--- config.mk ---
export PLATFORM = sky130hd
export DESIGN_NAME = marks_receiver_flat
export DESIGN_NICKNAME = d
export VERILOG_FILES = /design/src/rtl/marks_receiver_if.sv /design/src/rtl/marks_receiver.sv /design/src/flat_wrapper.sv
export SDC_FILE = /design/constraint.sdc
export NUM_CORES = 1
export LEC_CHECK = 0
export ABC_AREA = 1
export BUFFER_PORTS_ARGS = -buffer_cell sky130_fd_sc_hd__buf_2
export CAP_MARGIN = 20
export CORE_MARGIN = 2
export CORE_UTILIZATION = 30
export CTS_BUF_LIST = sky130_fd_sc_hd__clkbuf_16
export DETAILED_ROUTE_END_ITERATION = 16
export GPL_TIMING_DRIVEN = 0
export PLACE_DENSITY_LB_ADDON = 0.12
export SYNTH_ARGS = -nofsm -noshare
export SYNTH_HDL_FRONTEND = slang
export SYNTH_SLANG_ARGS = --single-unit
--- constraint.sdc ---
create_clock -name clk -period 7 [get_ports clk]
set_input_delay 1.4 -clock clk [delete_from_list [all_inputs] [get_ports clk]]
set_output_delay 1.4 -clock clk [all_outputs]
set_load 0.05 [all_outputs]
--- src/rtl/marks_receiver_if.sv ---
// Handshake bundle between the teacher-side writer, the principal override
// strobe and the student-side reader of assembled mark records.
interface marks_receiver_if;
    logic       in_valid;
    logic [7:0] in_data;
    logic       in_ready;
    logic       ovr_valid;
    logic [7:0] ovr_lab;
    logic       out_valid;
    logic       out_ready;
    logic [7:0] out_math;
    logic [7:0] out_physics;
    logic [7:0] out_lab;
    logic [9:0] out_total;
    logic       out_pass;
    logic       out_err;
    logic [7:0] rec_count;

    // valid/ready: a transfer happens at a rising edge where both are high;
    // valid may not depend on ready, and the sender holds its payload until taken.
    modport master (
        output in_valid, in_data, ovr_valid, ovr_lab, out_ready,
        input  in_ready, out_valid, out_math, out_physics, out_lab,
               out_total, out_pass, out_err, rec_count
    );

    modport slave (
        input  in_valid, in_data, ovr_valid, ovr_lab, out_ready,
        output in_ready, out_valid, out_math, out_physics, out_lab,
               out_total, out_pass, out_err, rec_count
    );
endinterface

--- src/rtl/marks_receiver.sv ---
// Collects math, physics and lab marks byte by byte, presents them as one
// record with total/pass/error flags, and lets the principal override the lab mark.
module marks_receiver #(
    parameter logic [7:0] PASS_MARK = 8'd40,
    parameter logic [7:0] MAX_MARK  = 8'd100
) (
    input  logic             clk,
    input  logic             rst_n,
    marks_receiver_if.slave  bus,
    output logic [1:0]       dbg_state
);

    typedef enum logic [1:0] {
        S_MATH = 2'd0,
        S_PHYS = 2'd1,
        S_LAB  = 2'd2,
        S_OUT  = 2'd3
    } state_t;

    state_t     state_q, state_d;
    logic       accept;
    logic       deliver;
    logic [7:0] math_q, phys_q, lab_q;
    logic [7:0] count_q;

    always_ff @(posedge clk or negedge rst_n) begin
        if (!rst_n) begin
            state_q <= S_MATH;
        end else begin
            state_q <= state_d;
        end
    end

    always_comb begin
        state_d = state_q;
        accept  = 1'b0;
        deliver = 1'b0;
        case (state_q)
            S_MATH: if (bus.in_valid) begin
                accept  = 1'b1;
                state_d = S_PHYS;
            end
            S_PHYS: if (bus.in_valid) begin
                accept  = 1'b1;
                state_d = S_LAB;
            end
            S_LAB: if (bus.in_valid) begin
                accept  = 1'b1;
                state_d = S_OUT;
            end
            S_OUT: if (bus.out_ready) begin
                deliver = 1'b1;
                state_d = S_MATH;
            end
            default: state_d = S_MATH;
        endcase
    end

    // An override is honoured only alongside the lab byte or while the record
    // is stalled; one arriving with the handshake would alter a delivered record.
    always_ff @(posedge clk or negedge rst_n) begin
        if (!rst_n) begin
            math_q  <= 8'd0;
            phys_q  <= 8'd0;
            lab_q   <= 8'd0;
            count_q <= 8'd0;
        end else begin
            if (accept) begin
                case (state_q)
                    S_MATH:  math_q <= bus.in_data;
                    S_PHYS:  phys_q <= bus.in_data;
                    S_LAB:   lab_q  <= bus.ovr_valid ? bus.ovr_lab : bus.in_data;
                    default: ;
                endcase
            end
            if (state_q == S_OUT && !bus.out_ready && bus.ovr_valid) begin
                lab_q <= bus.ovr_lab;
            end
            if (deliver) begin
                count_q <= count_q + 8'd1;
            end
        end
    end

    assign bus.in_ready    = (state_q != S_OUT);
    assign bus.out_valid   = (state_q == S_OUT);
    assign bus.out_math    = math_q;
    assign bus.out_physics = phys_q;
    assign bus.out_lab     = lab_q;
    assign bus.out_total   = {2'b00, math_q} + {2'b00, phys_q} + {2'b00, lab_q};
    assign bus.out_pass    = (math_q >= PASS_MARK) && (phys_q >= PASS_MARK) && (lab_q >= PASS_MARK);
    assign bus.out_err     = (math_q > MAX_MARK) || (phys_q > MAX_MARK) || (lab_q > MAX_MARK);
    assign bus.rec_count   = count_q;
    assign dbg_state       = state_q;

endmodule
--- src/flat_wrapper.sv ---
// flat-port wrapper written by rule: the top's interface ports become plain ports
module marks_receiver_flat 
#(
    parameter logic [7:0] PASS_MARK = 8'd40,
    parameter logic [7:0] MAX_MARK  = 8'd100
)
  (clk, rst_n, dbg_state, bus_in_valid, bus_in_data, bus_ovr_valid, bus_ovr_lab, bus_out_ready, bus_in_ready, bus_out_valid, bus_out_math, bus_out_physics, bus_out_lab, bus_out_total, bus_out_pass, bus_out_err, bus_rec_count);
  marks_receiver_if bus_i ();
  input  logic clk;
  input  logic rst_n;
  output logic [1:0] dbg_state;
  input wire logic [$bits(bus_i.in_valid)-1:0] bus_in_valid;
  input wire logic [$bits(bus_i.in_data)-1:0] bus_in_data;
  input wire logic [$bits(bus_i.ovr_valid)-1:0] bus_ovr_valid;
  input wire logic [$bits(bus_i.ovr_lab)-1:0] bus_ovr_lab;
  input wire logic [$bits(bus_i.out_ready)-1:0] bus_out_ready;
  output wire logic [$bits(bus_i.in_ready)-1:0] bus_in_ready;
  output wire logic [$bits(bus_i.out_valid)-1:0] bus_out_valid;
  output wire logic [$bits(bus_i.out_math)-1:0] bus_out_math;
  output wire logic [$bits(bus_i.out_physics)-1:0] bus_out_physics;
  output wire logic [$bits(bus_i.out_lab)-1:0] bus_out_lab;
  output wire logic [$bits(bus_i.out_total)-1:0] bus_out_total;
  output wire logic [$bits(bus_i.out_pass)-1:0] bus_out_pass;
  output wire logic [$bits(bus_i.out_err)-1:0] bus_out_err;
  output wire logic [$bits(bus_i.rec_count)-1:0] bus_rec_count;
  assign bus_i.in_valid = bus_in_valid;
  assign bus_i.in_data = bus_in_data;
  assign bus_i.ovr_valid = bus_ovr_valid;
  assign bus_i.ovr_lab = bus_ovr_lab;
  assign bus_i.out_ready = bus_out_ready;
  assign bus_in_ready = bus_i.in_ready;
  assign bus_out_valid = bus_i.out_valid;
  assign bus_out_math = bus_i.out_math;
  assign bus_out_physics = bus_i.out_physics;
  assign bus_out_lab = bus_i.out_lab;
  assign bus_out_total = bus_i.out_total;
  assign bus_out_pass = bus_i.out_pass;
  assign bus_out_err = bus_i.out_err;
  assign bus_rec_count = bus_i.rec_count;
  marks_receiver #(.PASS_MARK(PASS_MARK), .MAX_MARK(MAX_MARK)) u_core (.clk(clk), .rst_n(rst_n), .bus(bus_i), .dbg_state(dbg_state));
endmodule
# Word level (Yosys, flattened, before mapping)
# Cells that the tools add are included.
# word_totals
reg_bits,34
out_inout_bits,48
# op_classes
add_sub_neg,3
n_lt_le_gt_ge,6
n_eq_ne,8
mux,13
reduce_logical,15
# op_table
operator,count
$mux 8,4
$ge 8x6->1 const B,3
$gt 8x7->1 const B,3
$add 10x8->10,1
$ne 2x2->1 const B,5
$add 8x8->9,1
$add 8x1->8 const B,1
$mux 2,4
$pmux 2 s4,1
$reduce_and 2->1,3
$eq 2x2->1 const B,2
$logic_and 1x1->1,4
$mux 1,4
$reduce_and 4->1,1
$reduce_bool 2->1,2
$reduce_or 3->1,1
$eq 2x1->1 const B,1
$logic_not 2->1,1
$logic_or 1x1->1,2
$logic_not 1->1,1

# Logic depth before layout (Yosys ltp)
# logic_depth
ltp_word,5
mapped_depth,19
mapped_depth_nobuf,19

# Least setup slack after synthesis
# No wires, ideal clock.
# synth_path
kind,reg-to-output
startpoint,"register u_core.math_q[0], in the netlist u_core.bus.out_math[0]"
endpoint,output port bus_out_total[9]
arrival_ps,3036
t_required_ps,5600
setup_slack_ps,2564
stages_incl_launch_ff,17
n_path_buf,0
path_cell_list,dfrtp_1 > ha_1 > inv_1 > fa_1 > inv_1 > nand2_1 > nand2_1 > nand4_1 > nand3_1 > nand2_1 > ha_1 > nand2_1 > nor2_1 > nand2_1 > nand2_1 > nor2_1 > nor2_1
# synth_between
elab_chain_len,2
# synth_lines
item,line_no,text
start: declaration,marks_receiver.sv:23,"logic [7:0] math_q, phys_q, lab_q;"
start signal: assignment,marks_receiver.sv:70,S_MATH: math_q <= bus.in_data;
$add 8x8->9,marks_receiver.sv:90,"assign bus.out_total = {2'b00, math_q} + {2'b00, phys_q} + {2'b00, lab_q};"
$add 10x8->10,marks_receiver.sv:90,
end: declaration,flat_wrapper.sv:22,output wire logic [$bits(bus_i.out_total)-1:0] bus_out_total;
# No other way between the ends.

# Final worst setup path
# layout_path
startpoint,"register u_core.math_q[0], in the netlist u_core.bus.out_math[0]"
endpoint,output port bus_out_total[8]
# Same word-level chain as after synthesis.

==> reports/summary.txt <==
vias - 2365
antenna diode count - 0
Clk pin slew, worst setup/hold paths - 0.06 ns
worst-path cell with the longest stage delay - fa_1
Yosys warnings - 0
worst path arrival time - 2.95 ns
# H-tree levels - 2
DRC viols - 0
share of layout cells above drive strength 1 - 23.7%
Die Ht - 96.1 um
CP Max Fanout - 5
I/O pin count - 69
post-cts resize count - 0
slew of the pin with the lowest slew margin - 0.843 ns
Area Growth Syn to Fin - 24.0%
Initial Utilization - 31.0%
post-CTS setup buffer count - 0
Setup violations, final - 0
vias in the first global route - 2374
largest net degree at the start of global routing - 35
Seq/Total Area, Yosys - 33.4%
Post-CTS Hold Buffers - 0
grt met3 use - 4.62%
dpl hpwl - 5420 um
met1 usage - 20.6%
Syn Std Cell Area - 0.00254 mm^2
Max clock buf depth - 2
vias per std cell - 4.49
1st-iter DRT viols - 76
Mapped Avg Cell Area - 7.33 um^2
Tot GR Track Use - 16.1%
initial antenna violation count - 0
Worst Clk Skew - 0.00365 ns
die area - 0.00923 mm^2
Post-layout nets - 466
CP endpoint kind - output port
GRT overflow - 0
number of buffers created by CTS - 5
port bufs - 67
final hold viol count - 0
count of cell types in the netlist - 30
crit-path cells - ha_1 > inv_1 > fa_1 > inv_1 > nand2_1 > nand2_1 > nand4_1 > nand3_1 > nand2_1 > ha_1 > nand2_1 > inv_1 > nand2_1 > nand2_1 > a21oi_1 > nand2_1 > nand2_1 > buf_2
Synth Instances - 347
pre-CTS WS - 2.95 ns
routability cong. - 0.742
Fillers - 911
Rel. slew slack - 43.8%
drt pass-1 iters - 4
RSZ-0062 raised after global routing - false
CP peak stage delay - 0.40 ns
final clock period utilization by the worst path - 62.2%
CP Launch Type - flip-flop
setup_tns - 0 ns
WP data required - 5.60 ns
Fin Hold WS - 0.529 ns
CP Class - reg2out
Max Clk Rate - 230 MHz
clock sink count - 34
cell mode on critical path - nand2_1
GRT met2 Usage - 26.3%
row count - 33
Top Usage Layer GRT - met2
later-pin clock latency in the skew report - 0.28 ns
routed len/inst - 12.8 um
core area - 0.00822 mm^2
Yosys reg bits - 34
max_cap viols - 0
CTS root buffer - clkbuf_16
Hold/Removal Path Class - reg2reg
syn_nets - 392
max-slew violation count - 0
total wire length - 6760 um
antenna viol nets, final - 0
post-route setup slack - 2.65 ns
CTS tree - done
Min Clock Period, post-route - 4.35 ns
Die Width - 96.1 um
first-pass GRT wire length - 11200 um
status - complete, no violations
==> Yosys cell counts (all sizes together) <==
| master | instances | area [um^2] |
|---|---|---|
| fa | 2 | 40.0 |
| o21ai | 27 | 143 |
| inv | 56 | 210 |
| buf | 5 | 47.5 |
| xnor2 | 3 | 33.8 |
| nand3b | 1 | 7.51 |
| nand3 | 18 | 120 |
| nor3 | 2 | 21.3 |
| nor2 | 30 | 128 |
| dfrtp | 34 | 851 |
| o211ai | 1 | 7.51 |
| or2 | 2 | 12.5 |
| a21oi | 22 | 114 |
| ha | 22 | 275 |
| nand4 | 3 | 18.8 |
| xor2 | 8 | 70.1 |
| nand2 | 111 | 444 |
==> layer usage <==
| layer | vias to the layer above | part of all wire (%) |
|---|---|---|
| met5 | - | 0 |
| met4 | 0 | 1.5 |
| met3 | 9 | 6.4 |
| met2 | 49 | 46 |
| met1 | 1072 | 46 |
| li1 | 1235 | - |
==> layout make-up <==
class / instances / area, um^2 / share of cell area (%)
Multi-Input combinational cell: 252 / 1440 / 45.5
Sequential cell: 34 / 851 / 27.0
Timing Repair Buffer: 67 / 335 / 10.6
Inverter: 56 / 210 / 6.67
Tap cell: 105 / 131 / 4.17
Clock buffer: 5 / 125 / 3.97
Buffer: 5 / 47.5 / 1.51
Clock inverter: 3 / 17.5 / 0.556
==> state kept, by name, summed over array words and instances (netlist names) <==
register	count
u_core.bus.out_lab	8
u_core.bus.out_math	8
u_core.bus.out_physics	8
u_core.bus.rec_count	8
u_core.dbg_state	2
==> logic make-up (layout without fill, tap and decap cells) <==
family,after synthesis,after routing,share of synthesized area (%)
xor+xnor,11,11,4.08
flops,34,34,33.4
buf+inv,61,136,10.1
compound gates,50,50,10.4
fa+ha+maj,24,24,12.4
simple gates,167,167,29.6
==> through the flow <==
step	util (%)	cell area [um^2]	instances
after floorplan	-	2540	347
after global placement	36.6	3010	519
after detailed placement	36.6	3010	519
after CTS	38.4	3150	527
after global routing	38.4	3150	527
final	38.4	3150	527
==> worst paths after layout <==
| kind | slack, ns | cells past startpoint | end | start |
|---|---|---|---|---|
| setup / recovery | 2.65 | 18 | bus_out_total[8] | u_core.bus.out_math[0] |
| hold / removal | 0.53 | 2 | u_core.bus.rec_count[6] | u_core.bus.rec_count[6] |
| setup reg to reg | 5.55 | 6 | u_core.bus.out_lab[3] | u_core.dbg_state[0] |
| hold reg to reg | 0.53 | 2 | u_core.bus.rec_count[6] | u_core.bus.rec_count[6] |
| max in group asynchronous | 5.24 | 1 | u_core.bus.out_lab[7] | rst_n |
| min in group asynchronous | 1.22 | 1 | u_core.bus.out_physics[2] | rst_n |
==> critical path: cells and delay by family, from the launching register on <==
family	cells	cell delay (ns)
buffers and inverters	4	0.46
AOI/OAI and AO/OA	1	0.13
and+or+nand+nor	10	0.77
DFF	1	0.39
adders and majority gates	3	0.92
==> cell usage in the layout, fill, tap and decap left out <==
cell type	instances
a21oi_1	21
a21oi_2	1
buf_2	69
buf_6	2
buf_8	1
clkbuf_16	5
clkinv_2	1
clkinv_4	1
dfrtp_1	34
fa_1	2
ha_1	22
inv_1	55
inv_2	2
nand2_1	104
nand2_2	5
nand2_4	2
nand3_1	15
nand3_2	1
nand3_4	2
nand3b_1	1
nand4_1	3
nor2_1	28
nor2_4	2
nor3_1	1
nor3_4	1
o211ai_1	1
o21ai_0	24
o21ai_1	1
o21ai_2	2
or2_2	2
xnor2_1	2
xnor2_2	1
xor2_1	8
Power is not shown: default switching activity piles up to over one toggle a cycle in this logic, so the estimate is an artifact.
